--- config.mk ---
export PLATFORM = sky130hd
export DESIGN_NAME = ltc2195_frame_aligner
export DESIGN_NICKNAME = d
export VERILOG_FILES = /design/src/rtl/ltc2195_frame_aligner.sv
export SDC_FILE = /design/constraint.sdc
export NUM_CORES = 1
export LEC_CHECK = 0
export CAP_MARGIN = 20
export CORE_MARGIN = 2
export CORE_UTILIZATION = 42
export DETAILED_ROUTE_END_ITERATION = 16
export DONT_BUFFER_PORTS = 1
export GPL_ROUTABILITY_DRIVEN = 0
export PLACE_DENSITY_LB_ADDON = 0.12
export SYNTH_ARGS = -nofsm -noshare
export SYNTH_HDL_FRONTEND = slang
export SYNTH_SLANG_ARGS = --single-unit
--- constraint.sdc ---
create_clock -name DCO_2D -period 4.3 [get_ports DCO_2D]
set_clock_uncertainty 0.05 [all_clocks]
set_input_delay 0.43 -clock DCO_2D [delete_from_list [all_inputs] [get_ports DCO_2D]]
set_output_delay 0.43 -clock DCO_2D [all_outputs]
set_load 0.02 [all_outputs]
--- src/rtl/ltc2195_frame_aligner.sv ---
// Frame-word alignment controller for the LTC2195 LVDS receiver: walks bitslip and
// IDELAY taps until the frame word matches, then watches for loss of lock.
module ltc2195_frame_aligner #(
  parameter logic [3:0] FRAME_PATTERN = 4'b1100,
  parameter int         INIT_DELAY    = 0,
  parameter int         DELAY_STEP    = 4,
  parameter int         SETTLE_CYCLES = 8,
  parameter int         CHECK_CYCLES  = 16,
  parameter int         LOSS_THRESH   = 4,
  parameter bit         AUTO_RELOCK   = 1'b1
) (
  input  logic       DCO_2D,
  input  logic       rst_n_in,
  input  logic       start,
  input  logic [3:0] FR_in,
  input  logic       idelay_rdy,
  output logic       bitslip,
  output logic [4:0] delay_val,
  output logic       aligned,
  output logic       busy,
  output logic       fail,
  output logic [1:0] slip_cnt,
  output logic [7:0] relock_cnt
);

  localparam logic [2:0] S_IDLE     = 3'd0;
  localparam logic [2:0] S_WAIT_RDY = 3'd1;
  localparam logic [2:0] S_SETTLE   = 3'd2;
  localparam logic [2:0] S_CHECK    = 3'd3;
  localparam logic [2:0] S_SLIP     = 3'd4;
  localparam logic [2:0] S_NEXT_TAP = 3'd5;
  localparam logic [2:0] S_LOCKED   = 3'd6;
  localparam logic [2:0] S_FAIL     = 3'd7;

  localparam int             CW        = 16;
  localparam logic [CW-1:0]  SETTLE_LD = CW'(SETTLE_CYCLES);
  localparam logic [CW-1:0]  CHECK_LD  = CW'(CHECK_CYCLES);
  localparam logic [CW-1:0]  LOSS_LD   = CW'(LOSS_THRESH);
  localparam logic [4:0]     INIT_TAP  = 5'(INIT_DELAY);
  localparam logic [4:0]     STEP5     = 5'(DELAY_STEP);
  localparam logic [5:0]     STEP6     = 6'(DELAY_STEP);

  logic [2:0]    state_r, state_s;
  logic [4:0]    delay_r, delay_s;
  logic [1:0]    slip_r, slip_s;
  logic [CW-1:0] settle_r, settle_s;
  logic [CW-1:0] match_r, match_s;
  logic [CW-1:0] miss_r, miss_s;
  logic [7:0]    relock_r, relock_s;
  logic          bitslip_r, aligned_r, busy_r, fail_r;
  logic          frame_ok_s, tap_over_s;

  assign frame_ok_s = (FR_in == FRAME_PATTERN);
  // Six-bit sum so a step past tap 31 is detected instead of wrapping.
  assign tap_over_s = (({1'b0, delay_r} + STEP6) > 6'd31);

  // Next-state and datapath decisions; every output is a registered decode of state_s.
  always_comb begin
    state_s  = state_r;
    delay_s  = delay_r;
    slip_s   = slip_r;
    settle_s = settle_r;
    match_s  = match_r;
    miss_s   = miss_r;
    relock_s = relock_r;
    case (state_r)
      S_IDLE, S_FAIL: begin
        if (start) begin
          delay_s = INIT_TAP;
          slip_s  = 2'd0;
          state_s = S_WAIT_RDY;
        end else begin
          state_s = state_r;
        end
      end
      S_WAIT_RDY: begin
        if (idelay_rdy) begin
          settle_s = SETTLE_LD;
          state_s  = S_SETTLE;
        end else begin
          state_s = S_WAIT_RDY;
        end
      end
      S_SETTLE: begin
        if (!idelay_rdy) begin
          state_s = S_WAIT_RDY;
        end else if (settle_r == '0) begin
          match_s = '0;
          state_s = S_CHECK;
        end else begin
          settle_s = settle_r - 16'd1;
        end
      end
      S_CHECK: begin
        if (!idelay_rdy) begin
          state_s = S_WAIT_RDY;
        end else if (frame_ok_s) begin
          if (match_r + 16'd1 == CHECK_LD) begin
            miss_s  = '0;
            state_s = S_LOCKED;
          end else begin
            match_s = match_r + 16'd1;
          end
        end else if (slip_r == 2'd3) begin
          state_s = S_NEXT_TAP;
        end else begin
          state_s = S_SLIP;
        end
      end
      S_SLIP: begin
        slip_s   = slip_r + 2'd1;
        settle_s = SETTLE_LD;
        state_s  = idelay_rdy ? S_SETTLE : S_WAIT_RDY;
      end
      S_NEXT_TAP: begin
        // The ISERDES slip position carries over; four slips bring it back to origin.
        if (tap_over_s) begin
          state_s = idelay_rdy ? S_FAIL : S_WAIT_RDY;
        end else begin
          delay_s  = delay_r + STEP5;
          slip_s   = 2'd0;
          settle_s = SETTLE_LD;
          state_s  = idelay_rdy ? S_SETTLE : S_WAIT_RDY;
        end
      end
      S_LOCKED: begin
        if (frame_ok_s) begin
          miss_s = '0;
        end else if (miss_r + 16'd1 == LOSS_LD) begin
          miss_s   = '0;
          relock_s = (relock_r == 8'd255) ? relock_r : relock_r + 8'd1;
          if (AUTO_RELOCK) begin
            delay_s = INIT_TAP;
            slip_s  = 2'd0;
            state_s = S_WAIT_RDY;
          end else begin
            state_s = S_IDLE;
          end
        end else begin
          miss_s = miss_r + 16'd1;
        end
        // A restart request overrides the loss outcome but the loss is still counted.
        if (start) begin
          delay_s = INIT_TAP;
          slip_s  = 2'd0;
          state_s = S_WAIT_RDY;
        end else begin
          state_s = state_s;
        end
      end
      default: begin
        state_s = S_IDLE;
      end
    endcase
  end

  // State, counters and registered output decode.
  always_ff @(posedge DCO_2D or negedge rst_n_in) begin
    if (!rst_n_in) begin
      state_r   <= S_IDLE;
      delay_r   <= INIT_TAP;
      slip_r    <= 2'd0;
      settle_r  <= '0;
      match_r   <= '0;
      miss_r    <= '0;
      relock_r  <= 8'd0;
      bitslip_r <= 1'b0;
      aligned_r <= 1'b0;
      busy_r    <= 1'b0;
      fail_r    <= 1'b0;
    end else begin
      state_r   <= state_s;
      delay_r   <= delay_s;
      slip_r    <= slip_s;
      settle_r  <= settle_s;
      match_r   <= match_s;
      miss_r    <= miss_s;
      relock_r  <= relock_s;
      bitslip_r <= (state_s == S_SLIP);
      aligned_r <= (state_s == S_LOCKED);
      busy_r    <= (state_s == S_WAIT_RDY) || (state_s == S_SETTLE) || (state_s == S_CHECK) ||
                   (state_s == S_SLIP) || (state_s == S_NEXT_TAP);
      fail_r    <= (state_s == S_FAIL);
    end
  end

  assign bitslip    = bitslip_r;
  assign delay_val  = delay_r;
  assign aligned    = aligned_r;
  assign busy       = busy_r;
  assign fail       = fail_r;
  assign slip_cnt   = slip_r;
  assign relock_cnt = relock_r;

endmodule

==> flow_metrics.env <==
export IMPL_dr_first_iter_drc_count=180
export IMPL_areaGrowthSynthToFinish_pct=8.58
export IMPL_track_usage_pct=19.6
export IMPL_ant_nets=0
export IMPL_synth_compound_area_share_pct=20.9
export IMPL_cp_slowest_cell="nor2_1"
export IMPL_worst_slack_ns=1.32
export IMPL_dp_cells=593
export IMPL_finalSetupTns_ns=0
export IMPL_overflow=0
export IMPL_synth_xor_xnor_area_share_pct=2.33
export IMPL_hold_slack_ns=0.258
export IMPL_critPathRequiredTime_ns=4.52
export IMPL_cts_tree="yes"
export IMPL_setup_violations=0
export IMPL_clkPwrFrac_pct=33.4
export IMPL_nFillCells=930
export IMPL_synth_fa_ha_area_share_pct=2.11
export IMPL_vias_per_cell=5.78
export IMPL_p_comb_share_pct=25.0
export IMPL_synth_top_cell_area_share_pct=41.1
export IMPL_maxSlewViolCount=0
export IMPL_ys_types=72
export IMPL_totalWireLength_mm=9.63
export IMPL_grt_max_degree=69
export IMPL_clock_fmax_mhz=336
export IMPL_die_area_um2=10700
export IMPL_synth_area_leaders="dfrtp_1 (41%), nand2_1 (4.8%), o21ai_0 (4.5%)"
export IMPL_die_x_um=103
export IMPL_synth_seq_area_share_pct=41.1
export IMPL_synth_main_ff_cell="dfrtp_1"
export IMPL_clkTransAtPathRegs_ns=0.08
export IMPL_clock_latency_ns=0.35
export IMPL_start_util_pct=42.8
export IMPL_cp_slowest_stage_delay_ns=0.69
export IMPL_worstMarginPinSlew_ns=0.673
export IMPL_end_kind="flip-flop"
export IMPL_synth_edf_count=0
export IMPL_first_global_vias=3307
export IMPL_synth_top_family_by_area="simple AND/OR/NAND/NOR gates"
export IMPL_wl_per_cell_um=15.8
export IMPL_drcViolationCount=0
export IMPL_drt_first_pass_iters=5
export IMPL_multi_input_area_um2=2280
export IMPL_post_dp_hpwl_mm=6.66
export IMPL_synth_seq_cells=68
export IMPL_core_area_um2=9680
export IMPL_power_density_nw_per_um2=439
export IMPL_leakagePower_nw=1.86
export IMPL_fin_nets=488
export IMPL_grt_pass1_wl_mm=16.4
export IMPL_die_h_um=103
export IMPL_path_max_fanout=16
export IMPL_power_switching_uw=700
export IMPL_synth_mux_area_share_pct=1.33
export IMPL_rsz0062_at_grt="false"
export IMPL_seq_power_share_pct=41.6
export IMPL_syn_inst=482
export IMPL_io_buffers=0
export IMPL_std_cell_rows=36
export IMPL_antenna_found_initial=0
export IMPL_p_int_mw=1.27
export IMPL_startpoint_type="flip-flop"
export IMPL_dp_slack_ns=1.40
export IMPL_htree_levels=3
export IMPL_io_pins=27
export IMPL_clock_sink_count=68
export IMPL_cts_root_buf="clkbuf_8"
export IMPL_slew_headroom_pct=54.9
export IMPL_yosys_warnings=0
export IMPL_async_flop_share_pct=100
export IMPL_numCtsBuffers=9
export IMPL_path_class="reg2reg"
export IMPL_diodes=0
export IMPL_drive_above_1_share_pct=9.21
export IMPL_regArea_um2=1700
export IMPL_vias=3533
export IMPL_maxCapViolations=0
export IMPL_peakVddDrop_mv=0.278
export IMPL_arrival_ns=3.20
export IMPL_yosysTopAreaCell="dfrtp_1"
export IMPL_hold_violations=0
export IMPL_fin_crit_sh_pct=69.2
export IMPL_switching_share_pct=35.5
export IMPL_synth_simple_area_share_pct=28.2
export IMPL_fin_cells=611
export IMPL_cts_max_path_buffers=2
export IMPL_synth_cell_area_um2=4140
export IMPL_syn_area_per_cell_um2=8.59
export IMPL_worstPathCellList="clkinv_1, nand3_1, nor2_1, o21ai_0, buf_4, or3_2, o211ai_1"
export IMPL_status="complete, no violations"
export IMPL_power_mw=1.97
export IMPL_min_period_ns=2.98
export IMPL_hold_class="in2reg"
[power by group through the flow]
stage / clock (mW) / sequential (mW) / combinational, mW
finish: 0.659 / 0.820 / 0.494
global route: 0.722 / 0.836 / 0.571
CTS: 0.684 / 0.818 / 0.496
detailed placement: 0 / 0.830 / 0.476
global placement: 0 / 0.827 / 0.468
floorplan: 0 / 0.777 / 0.423
[synthesized netlist by cell type, types with 8 or more instances]
| library cell | n |
|---|---|
| a21oi_1 | 26 |
| and3_1 | 11 |
| nor3_1 | 16 |
| nand3_1 | 32 |
| dfrtp_1 | 68 |
| buf_2 | 8 |
| nand4_1 | 12 |
| nand2_1 | 53 |
| inv_1 | 10 |
| xnor2_1 | 10 |
| o21ai_0 | 37 |
| a31oi_1 | 18 |
| or3_1 | 10 |
| clkbuf_1 | 15 |
| nor2_1 | 42 |
[cell usage in the layout (no fill, tap or decap), drive strengths merged, types with 12 or more instances in the layout]
| cell | netlist | layout |
|---|---|---|
| nand2 | 54 | 54 |
| o21ai | 38 | 38 |
| dfrtp | 68 | 68 |
| nand3 | 33 | 33 |
| nor3 | 16 | 16 |
| a31oi | 19 | 19 |
| or3 | 12 | 12 |
| a21oi | 26 | 26 |
| nand4 | 12 | 12 |
| nor2 | 42 | 42 |
[state kept, by name, indices dropped and copies added, names as in the netlist]
register / flops
fail: 1
slip_cnt: 2
state_r: 3
relock_cnt: 8
match_r: 16
miss_r: 16
settle_r: 16
bitslip: 1
delay_val: 3
busy: 1
aligned: 1
[worst max-delay path, delay by kind of cell (launching register included)]
family                 cells  cell delay, ns
DFF                        1            0.57
AOI/OAI and AO/OA          2            0.27
and+or+nand+nor            3            1.52
buffers and inverters      2            0.47
[logic make-up (layout without fill, tap and decap cells)]
kind of cell | Yosys count | after routing
and+or+nand+nor | 220 | 220
AOI/OAI and AO/OA | 133 | 133
DFF | 68 | 68
buffers and inverters | 37 | 32
xor gates and xnor gates | 11 | 11
adders and majority gates | 7 | 7
muxes | 5 | 5
other | 1 | 2
[metal layers]
layer	GRT usage, %	vias up	wire length (µm)
li1	-	1767	-
met1	28.0	1677	4810
met2	29.6	82	4210
met3	5.78	7	527
met4	4.25	0	86
met5	0	-	0
[timing repair]
action / CTS / global route
gates resized for setup: 0 / 0
hold endpoints to repair: 68 / 0
buffers inserted: 0 / 0
hold buffers: 2 / 0
[per-stage QoR]
| step | util (%) | cell area (µm²) |
|---|---|---|
| after global placement | 43.5 | 4210 |
| after global routing | 46.4 | 4500 |
| final | 46.4 | 4500 |
| after CTS | 46.4 | 4500 |
| after floorplan | - | 4150 |
| after detailed placement | 43.5 | 4210 |
[layout make-up]
class | count | share of cell area, %
multi-input combinational | 378 | 50.7
inverter | 11 | 0.918
clock buffer | 9 | 2.75
tap | 133 | 3.70
clock inverter | 7 | 2.75
sequential | 68 | 37.8
timing repair buffer | 5 | 1.34
[final timing paths]
| check | startpoint | end | slack [ns] | cells past startpoint |
|---|---|---|---|---|
| worst max-delay path | state_r[0] | miss_r[3] | 1.32 | 7 |
| worst min-delay path | idelay_rdy | bitslip | 0.26 | 2 |
| worst max register to register | state_r[0] | miss_r[3] | 1.32 | 7 |
| worst min register to register | settle_r[15] | settle_r[15] | 0.43 | 1 |
| max in group asynchronous | rst_n_in | settle_r[13] | 3.34 | 2 |
| min in group asynchronous | rst_n_in | miss_r[13] | 0.55 | 2 |
No activity file was read; power rests on OpenSTA's default activity.
